<file path="src/rtl/prim_assembler.sv">
`timescale 1ns/1ps
// Primitive assembly: buffers decode strobes in an event FIFO and groups vertices into
// points, lines or triangles. Define PA_CULL_DEGENERATE_EN to drop degenerate triangles.
module prim_assembler #(
    parameter int unsigned FIFO_DEPTH = 8,
    parameter int unsigned FIFO_AW    = 3,
    parameter int unsigned VW         = 32
) (
    input  logic          CLOCK_50,
    input  logic          Reset,
    input  logic          StartPrimitive,
    input  logic [3:0]    PrimitiveType,
    input  logic          Draw,
    input  logic [VW-1:0] Vertex,
    input  logic          EndPrimitive,
    input  logic          PrimReady,
    output logic          PrimValid,
    output logic [1:0]    PrimKind,
    output logic [VW-1:0] V0,
    output logic [VW-1:0] V1,
    output logic [VW-1:0] V2,
    output logic          Overflow,
    output logic          Busy
);

    localparam int unsigned EW = VW + 7;
    localparam logic [FIFO_AW:0] DepthC = (FIFO_AW + 1)'(FIFO_DEPTH);

    typedef enum logic [1:0] {StIdle, StAccum, StEmit} state_e;

    logic [EW-1:0]      mem_q [FIFO_DEPTH];
    logic [FIFO_AW-1:0] wr_ptr_q, rd_ptr_q;
    logic [FIFO_AW:0]   cnt_q;
    logic               fifo_empty, fifo_full, push_req, push, pop, overflow_q;

    logic [EW-1:0]      rd_entry;
    logic               e_start, e_end, e_draw;
    logic [3:0]         e_type;
    logic [VW-1:0]      e_vert;

    state_e             state_q, state_d;
    logic               close_q, close_d;
    logic [3:0]         type_q, type_d;
    logic [VW-1:0]      p0_q, p0_d, p1_q, p1_d;
    logic [15:0]        k_q, k_d, k_sat;
    logic               par_q, par_d;
    logic [1:0]         kind_q, kind_d, kind_n;
    logic [VW-1:0]      v0_q, v0_d, v1_q, v1_d, v2_q, v2_d;
    logic [VW-1:0]      a_v, b_v, c_v;
    logic               open_cur, open_n, emit, is_tri;

    assign fifo_empty = (cnt_q == '0);
    assign fifo_full  = (cnt_q == DepthC);
    assign push_req   = StartPrimitive | Draw | EndPrimitive;
    assign pop        = !fifo_empty && !(PrimValid && !PrimReady);
    // A pop in the same cycle frees the slot, so a full FIFO can still accept.
    assign push       = push_req && (!fifo_full || pop);

    assign rd_entry = mem_q[rd_ptr_q];
    assign e_start  = rd_entry[EW-1];
    assign e_end    = rd_entry[EW-2];
    assign e_draw   = rd_entry[EW-3];
    assign e_type   = rd_entry[EW-4 -: 4];
    assign e_vert   = rd_entry[VW-1:0];

    always_ff @(posedge CLOCK_50) begin
        if (push) mem_q[wr_ptr_q] <= {StartPrimitive, EndPrimitive, Draw, PrimitiveType, Vertex};
    end

    always_ff @(posedge CLOCK_50 or negedge Reset) begin
        if (!Reset) begin
            wr_ptr_q   <= '0;
            rd_ptr_q   <= '0;
            cnt_q      <= '0;
            overflow_q <= 1'b0;
        end else begin
            if (push) wr_ptr_q <= wr_ptr_q + 1'b1;
            if (pop)  rd_ptr_q <= rd_ptr_q + 1'b1;
            case ({push, pop})
                2'b10:   cnt_q <= cnt_q + 1'b1;
                2'b01:   cnt_q <= cnt_q - 1'b1;
                default: ;
            endcase
            if (push_req && !push) overflow_q <= 1'b1;
        end
    end

    // While emitting, the primitive stays open unless the emitting entry also closed it.
    assign open_cur = (state_q == StAccum) || (state_q == StEmit && !close_q);

    always_comb begin
        state_d = state_q;
        close_d = close_q;
        type_d  = type_q;
        p0_d    = p0_q;
        p1_d    = p1_q;
        k_d     = k_q;
        par_d   = par_q;
        kind_d  = kind_q;
        v0_d    = v0_q;
        v1_d    = v1_q;
        v2_d    = v2_q;
        k_sat   = '0;
        kind_n  = 2'd0;
        a_v     = '0;
        b_v     = '0;
        c_v     = '0;
        emit    = 1'b0;
        is_tri  = 1'b0;
        open_n  = open_cur;

        if (state_q == StEmit && PrimReady) state_d = close_q ? StIdle : StAccum;

        if (pop) begin
            open_n = open_cur || e_start;
            if (e_start) begin
                type_d = e_type;
                k_d    = '0;
                par_d  = 1'b0;
            end
            if (e_draw && open_n) begin
                k_sat = (k_d == 16'hFFFF) ? k_d : k_d + 16'd1;
                p1_d  = e_vert;
                if (k_d == '0) p0_d = e_vert;
                case (type_d)
                    4'd0: begin
                        emit = 1'b1;
                        a_v  = e_vert;
                        k_d  = k_sat;
                    end
                    4'd1: begin
                        if (k_d != '0) begin
                            emit   = 1'b1;
                            kind_n = 2'd1;
                            a_v    = p1_q;
                            b_v    = e_vert;
                            k_d    = '0;
                        end else begin
                            k_d = k_sat;
                        end
                    end
                    4'd2: begin
                        if (k_d != '0) begin
                            emit   = 1'b1;
                            kind_n = 2'd1;
                            a_v    = p1_q;
                            b_v    = e_vert;
                        end
                        k_d = k_sat;
                    end
                    4'd3: begin
                        if (k_d == 16'd2) begin
                            is_tri = 1'b1;
                            a_v    = p0_q;
                            b_v    = p1_q;
                            c_v    = e_vert;
                            k_d    = '0;
                        end else begin
                            k_d = k_sat;
                        end
                    end
                    4'd4: begin
                        // p0/p1 slide as the two most recent vertices of the strip.
                        if (k_d != '0) p0_d = p1_q;
                        if (k_d >= 16'd2) begin
                            is_tri = 1'b1;
                            a_v    = par_d ? p1_q : p0_q;
                            b_v    = par_d ? p0_q : p1_q;
                            c_v    = e_vert;
                            par_d  = !par_d;
                        end
                        k_d = k_sat;
                    end
                    4'd5: begin
                        if (k_d >= 16'd2) begin
                            is_tri = 1'b1;
                            a_v    = p0_q;
                            b_v    = p1_q;
                            c_v    = e_vert;
                        end
                        k_d = k_sat;
                    end
                    default: ;
                endcase
            end
            if (is_tri) begin
                emit   = 1'b1;
                kind_n = 2'd2;
`ifdef PA_CULL_DEGENERATE_EN
                if (a_v == b_v || b_v == c_v || a_v == c_v) emit = 1'b0;
`endif
            end
            if (e_end) begin
                open_n = 1'b0;
                k_d    = '0;
            end
            if (emit) begin
                state_d = StEmit;
                close_d = !open_n;
                kind_d  = kind_n;
                v0_d    = a_v;
                v1_d    = b_v;
                v2_d    = c_v;
            end else begin
                state_d = open_n ? StAccum : StIdle;
            end
        end
    end

    always_ff @(posedge CLOCK_50 or negedge Reset) begin
        if (!Reset) begin
            state_q <= StIdle;
            close_q <= 1'b0;
            type_q  <= '0;
            p0_q    <= '0;
            p1_q    <= '0;
            k_q     <= '0;
            par_q   <= 1'b0;
            kind_q  <= '0;
            v0_q    <= '0;
            v1_q    <= '0;
            v2_q    <= '0;
        end else begin
            state_q <= state_d;
            close_q <= close_d;
            type_q  <= type_d;
            p0_q    <= p0_d;
            p1_q    <= p1_d;
            k_q     <= k_d;
            par_q   <= par_d;
            kind_q  <= kind_d;
            v0_q    <= v0_d;
            v1_q    <= v1_d;
            v2_q    <= v2_d;
        end
    end

    assign PrimValid = (state_q == StEmit);
    assign PrimKind  = kind_q;
    assign V0        = v0_q;
    assign V1        = v1_q;
    assign V2        = v2_q;
    assign Overflow  = overflow_q;
    assign Busy      = !fifo_empty || PrimValid;

endmodule

</file>
<file path="config.mk">
export PLATFORM = sky130hd
export DESIGN_NAME = prim_assembler
export DESIGN_NICKNAME = d
export VERILOG_FILES = /design/src/rtl/prim_assembler.sv
export SDC_FILE = /design/constraint.sdc
export NUM_CORES = 1
export LEC_CHECK = 0
export ABC_AREA = 1
export CORE_UTILIZATION = 57
export CTS_CLUSTER_SIZE = 8
export DETAILED_ROUTE_END_ITERATION = 16
export GPL_ROUTABILITY_DRIVEN = 0
export GPL_TIMING_DRIVEN = 0
export HOLD_SLACK_MARGIN = 0.06
export PLACE_DENSITY = 0.8
export RECOVER_POWER = 50
export REMOVE_ABC_BUFFERS = 1
export SLEW_MARGIN = 30
export SYNTH_ARGS = -nofsm -noshare
export SYNTH_HDL_FRONTEND = slang
export SYNTH_SLANG_ARGS = --single-unit
</file>
<file path="constraint.sdc">
create_clock -name CLOCK_50 -period 3.9 [get_ports CLOCK_50]
set_input_delay 0.585 -clock CLOCK_50 [delete_from_list [all_inputs] [get_ports CLOCK_50]]
set_output_delay 0.585 -clock CLOCK_50 [all_outputs]
set_load 0.01 [all_outputs]
</file>
Word level (Yosys, flattened, before mapping)
Memory sizes are Yosys's and may differ from the RTL's. Cells that the tools add are included.

Memories kept: 1. Input bits: 42. Flip-flop bits (word level): 197. Output and inout port bits: 101. Word-level logic and storage cells: 126. Memory bits (writable): 312.

Memories: mem_q (depth 8, width 39, rd ports 1, clocked after Yosys merged registers in 0, wr ports 1, line 31) `logic [EW-1:0] mem_q [FIFO_DEPTH];`.

Reduce and logical (&&, ||, !) cells: 30. Mux-type cells: 60. Bitwise operators: 2. $add $sub $neg: 5. $lt $le $gt $ge: 1. Eq/ne operators: 12.

Operators by type and width (count): 32-bit two-way mux (18); 32-bit one-hot mux with 5 select lines (1); 32-bit one-hot mux with 4 select lines (1); 16-bit two-way mux (7); 32-bit one-hot mux with 2 select lines (1); 16-bit one-hot mux with 3 select lines (1); 1-bit two-way mux (22); 16-bit by 1-bit adder with 16-bit output (second input constant) (1); 16-bit equality test (second input constant) (1); 16-bit by 2-bit equality test with 1-bit output (second input constant) (1); 16-bit by 2-bit >= comparator with 1-bit output (second input constant) (1); 16-bit logical NOT (1); 16-bit nonzero test (1); 4-bit by 2-bit equality test with 1-bit output (second input constant) (2); 4-bit by 3-bit equality test with 1-bit output (second input constant) (2); 1-bit logical NOT (8); 4-bit logical NOT (2); 2-bit two-way mux (4); 4-bit two-way mux (2); 4-bit one-hot mux with 2 select lines (1); 1-bit logical AND (7); 3-bit by 1-bit adder with 3-bit output (second input constant) (2); 4-bit by 1-bit adder with 4-bit output (second input constant) (1); 2-bit by 1-bit equality test with 1-bit output (second input constant) (2); other kinds (11) (20).

Logic depth before layout (Yosys ltp)
Depth in word-level cells: 14. Mapped depth: 23. Mapped depth without buffers: 20.

Worst setup path after synthesis
OpenSTA, ideal clock, no wires.

Path type: input-to-reg. Start point: input port PrimReady. End point: memory mem_q[0][0] (netlist name), enable pin. Stages: 5. Path buffers: 0. Slack: 0.486 ns. Arrival time: 2.978 ns. Setup time: 0.435 ns. Required time: 3.465 ns. Cell sequence: nor2_1 -> a21oi_1 -> inv_1 -> or2_2 -> nor2_1.

Cells in the longest elaborated chain, start to end: 8.

RTL lines: from (decl) (line 16) `input logic PrimReady,`; 1-bit logical NOT (line 55) `assign pop = !fifo_empty && !(PrimValid && !PrimReady);`; 1-bit logical AND (line 55); 1-bit logical NOT (line 55); 1-bit logical AND (line 55); 1-bit logical OR (line 57) `assign push = push_req && (!fifo_full || pop);`; 1-bit logical AND (line 57); 1-bit two-way mux (line 67) `if (push) mem_q[wr_ptr_q] <= {StartPrimitive, EndPrimitive, Draw, PrimitiveType, Vertex};`; 1-bit two-way mux (implied by the code) (line 67); to (decl) (line 31).

Every way passes these cells.

Worst setup path in the final report
Start point: register rd_ptr_q[1]. End point: register v0_q[3] (netlist: V0[3]).

Cells in the longest elaborated chain, start to end: 11. Elaborated cells between the ends (all ways): 38. Classes of those cells: order compare: 1; eq/ne: 6; mux: 23; reduce/logical: 7; memory: 1.

RTL lines: from (decl) (line 32) `logic [FIFO_AW-1:0] wr_ptr_q, rd_ptr_q;`; from (signal assigned) (line 78) `if (pop) rd_ptr_q <= rd_ptr_q + 1'b1;`; memory read 8 x 39 bit (*); 16-bit two-way mux / 4-bit two-way mux (equally long branches) (line 116) `if (e_start) begin`; 16-bit two-way mux / 4-bit two-way mux (equally long branches) (line 114) `if (pop) begin`; 16-bit by 2-bit >= comparator with 1-bit output, or another cell as far along (line 165, 175); 1-bit two-way mux, or another cell as far along (line 165, 175); 1-bit one-hot mux with 2 select lines (line 125) `case (type_d)`; 1-bit two-way mux (line 121) `if (e_draw && open_n) begin`; 1-bit two-way mux (line 114); 1-bit two-way mux (line 186) `if (is_tri) begin`; 1-bit two-way mux (line 114); 2-bit AND reduction (no line); to (signal assigned) (line 232) `v0_q <= v0_d;`; to (decl) (line 48) `logic [VW-1:0] v0_q, v0_d, v1_q, v1_d, v2_q, v2_d;`.

Every way passes the cells marked *; elsewhere a longest branch is shown, timed or not. The select of a mux whose other input is x is not followed. A chain may end at the register's enable or synchronous reset.

==> out/qor.yml <==
setup_path:
  cp.required_ps: 4420
  worstPathCellList: "inv_8 -> buf_16 -> nand3_2 -> nand2_1 -> nand2_1 -> nand2_4 -> nand2_1 -> nand2_1 -> nand2_1 -> nor2_4 -> nand2_1 -> nand2_2 -> nor2_2 -> nor2_4 -> buf_16 -> nand2_1 -> nand2_1"
  worst_path_most_repeated_cell: "nand2_1"
  cp-start-kind: "flop"
  critPathLaunch: "rd_ptr_q[1]$_DFFE_PN0P_"
  rr_startpoint: "rd_ptr_q[1]$_DFFE_PN0P_"
  reg2reg_depth: 17
  crit_type: "flop to flop"
  crit_arrival_ps: 4400
  r2r_end: "V0[3]$_DFFE_PN0P_"
  crit_slowest_cell: "dfrtp_4"
  r2r_slack_ps: 30
  endpoint_kind: "flop"
  crit_fanout: 29
  cpPeakStageDelay_ps: 620
  endpoint: "V0[3]$_DFFE_PN0P_"
clock_network:
  h-tree-depth: 3
  clock_latency_ps: 600
  cts.sinks: 509
  clk_path_buf_depth: 3
  numCtsBuffers: 73
  cts_tree: "built"
  root_buffer: "clkbuf_16"
  clk_pin_slew_ps: 50
place:
  placed_cells: 3271
  dp_hpwl_um: 40800
  post-place-ws_ps: -1690
  portBuffers: 142
hold_path:
  hp-start: "Overflow$_DFFE_PN0P_"
  hold_path_class: "flop to flop"
route:
  wl_um: 71200
  drc: 0
  drtAntennaViolNets: 0
  route.met3.wl_um: 7980
  drt-met1-wl_um: 25900
  via_per_inst: 6.18
  top_layer_used: "met5"
  dr_wl_met2_um: 33400
  drt-initial-drc-count: 2772
  vias: 21000
  drt_first_pass_iters: 6
  wl_per_cell_um: 20.9
floorplanning:
  pin_count: 143
  start_util_pct: 57.7
  rows: 75
  die_area_mm2: 0.0433
  die_h_um: 208
  core_region_area_mm2: 0.0419
  die_w_um: 208
timing:
  hold_violations: 0
  slew_viol_final: 72
  setup_viol: 0
  fmax_ghz: 0.258
  worst_hold_slack_ps: 457
  slew_headroom_pct: -30.8
  fin_ws_ps: 26.4
  rsz0062_at_grt: "yes"
  fin_skew_ps: 23.4
  tightest_slew_ps: 1960
  period_share_pct: 99.3
  finalCriticalPeriod_ps: 3870
grt:
  grt_max_degree: 73
  overflow: 0
  grt_use_total_pct: 32.4
  antenna_found_initial: 8
  grt_pass1_vias: 20400
  grt_pass1_wl_um: 109000
pwr:
  power_density_mw_per_mm2: 933
  p_total_w: 0.0272
  vdd_drop_max_v: 0.000686
  leakage_nw: 12.5
layout:
  areaGrowthSynthToFinish_pct: 20.5
  fin_nets: 2880
  fillers: 2866
  drive_gt1_share_pct: 7.46
  postLayoutCoreUtil_pct: 69.5
  final_cell_count_no_fill: 3400
logic_synthesis:
  yosysSeqAreaShare_pct: 59.1
  syn_area_per_cell_um2: 8.92
  yosysUniqueCellTypes: 39
  ys_warn_count: 0
  ys_ff_latch: 509
  netlist_area_mm2: 0.0242
  postSynthCellCount: 2712
outcome:
  outcome: "finished with violations"
  failed_checks: "max-capacitance violations, max-slew violations"
flow_run:
  cap_violations: 1
-- cell families after synthesis --
family,count (synthesis),share of synthesized area (%)
buffers and inverters,309,5.80
adder cells (fa/ha/maj),8,0.445
AND/OR/NAND/NOR,1451,24.5
flip-flops,509,59.1
AO/OA/AOI/OAI,428,9.97
XOR/XNOR,7,0.253
-- power by group --
part           total [W]  switching [W]  internal [W]
Sequential       0.00820       0.000893       0.00731
Clock            0.00579        0.00232       0.00347
Combinational     0.0132        0.00916       0.00405
Total             0.0272         0.0124        0.0148
-- routing by layer --
layer,GRT usage [%],vias to the layer above
met2,51.7,1484
met1,41.2,9839
li1,-,9355
met5,0,-
met4,19.2,6
met3,6.54,315
-- critical path, delay by kind of cell, from the launching register on --
family / cells / cell delay, ps
flops: 1 / 620
simple gates: 14 / 2450
buf+inv: 3 / 660
-- worst min-delay path by stage --
stage               slack (ps)  depth (start not counted)                   end
global placement           450                          1  Overflow$_DFFE_PN0P_
detailed placement         460                          1  Overflow$_DFFE_PN0P_
global route               480                          1  Overflow$_DFFE_PN0P_
floorplan                  290                          0  Overflow$_DFFE_PN0P_
finish                     460                          1  Overflow$_DFFE_PN0P_
CTS                        460                          1  Overflow$_DFFE_PN0P_
-- area by class of cell --
| cell class | count | area, um2 | area share (%) |
|---|---|---|---|
| multi-input cells | 1898 | 8790 | 30.1 |
| flip-flops and latches | 509 | 14300 | 49.1 |
| clock buffers | 95 | 1940 | 6.65 |
| repair buffers | 200 | 2710 | 9.27 |
| diodes | 5 | 12.5 | 0.0429 |
| inverters | 146 | 601 | 2.06 |
| clock inverters | 6 | 115 | 0.395 |
| well taps | 539 | 674 | 2.31 |
| repair inverters | 2 | 20.0 | 0.0686 |
-- what timing repair did --
action	4_1_cts	5_1_grt
endpoints found under the setup margin	182	142
gates cloned	6	3
setup buffers	10	4
hold endpoints to repair	70	0
hold buffers	1	0
gates resized for setup	25	12
pin swaps	9	3
-- synthesized netlist by cell type (all sizes together) --
master	number	area share (%)
nand2	873	14
nor2	314	5.1
edfxtp	312	39
o21ai	294	6.1
nand3	234	4.9
dfrtp	197	20
inv	145	2.2
buf	86	2.3
clkbuf	77	1.2
o22ai	64	1.7
o221ai	32	1.2
nand4	25	0.65
a21oi	17	0.35
o21a	11	0.34
ha	7	0.36
xor2	6	0.22
nor3	3	0.062
o21bai	3	0.093
o41ai	3	0.11
a21o	1	0.031
a22oi	1	0.031
a31o	1	0.036
a31oi	1	0.052
clkinv	1	0.015
fa	1	0.083
nand3b	1	0.031
or2	1	0.026
xnor2	1	0.036
-- layout by cell type (no fill, tap or decap), drive strengths merged, types with 17 or more instances in the layout --
cell type / Yosys / routed
a21oi: 17 / 17
buf: 86 / 53
clkbuf: 77 / 99
clkdlybuf4s50: 0 / 59
dfrtp: 197 / 197
dlygate4sd3: 0 / 83
edfxtp: 312 / 312
inv: 145 / 150
nand2: 873 / 876
nand3: 234 / 234
nand4: 25 / 25
nor2: 314 / 315
o21ai: 294 / 294
o221ai: 32 / 32
o22ai: 64 / 64
-- registers in the layout, summed over array words and instances (netlist names) --
name and count:
V1 32, Overflow 1, V2 32, close_q 1
wr_ptr_q 3, type_q 4, p1_q 32, rd_ptr_q 3
state_q 2, V0 32, PrimKind 2, p0_q 32
par_q 1, k_q 16, mem_q 312, cnt_q 4
-- stage by stage --
step / area [um2] / setup TNS, ps
after floorplan: 23300 / -809100
after global placement: 25400 / -3454470
after detailed placement: 26700 / -211370
after CTS: 29100 / 0
after global routing: 29200 / -165
final: 29200 / 0
Power figures use the tool's default switching activity.
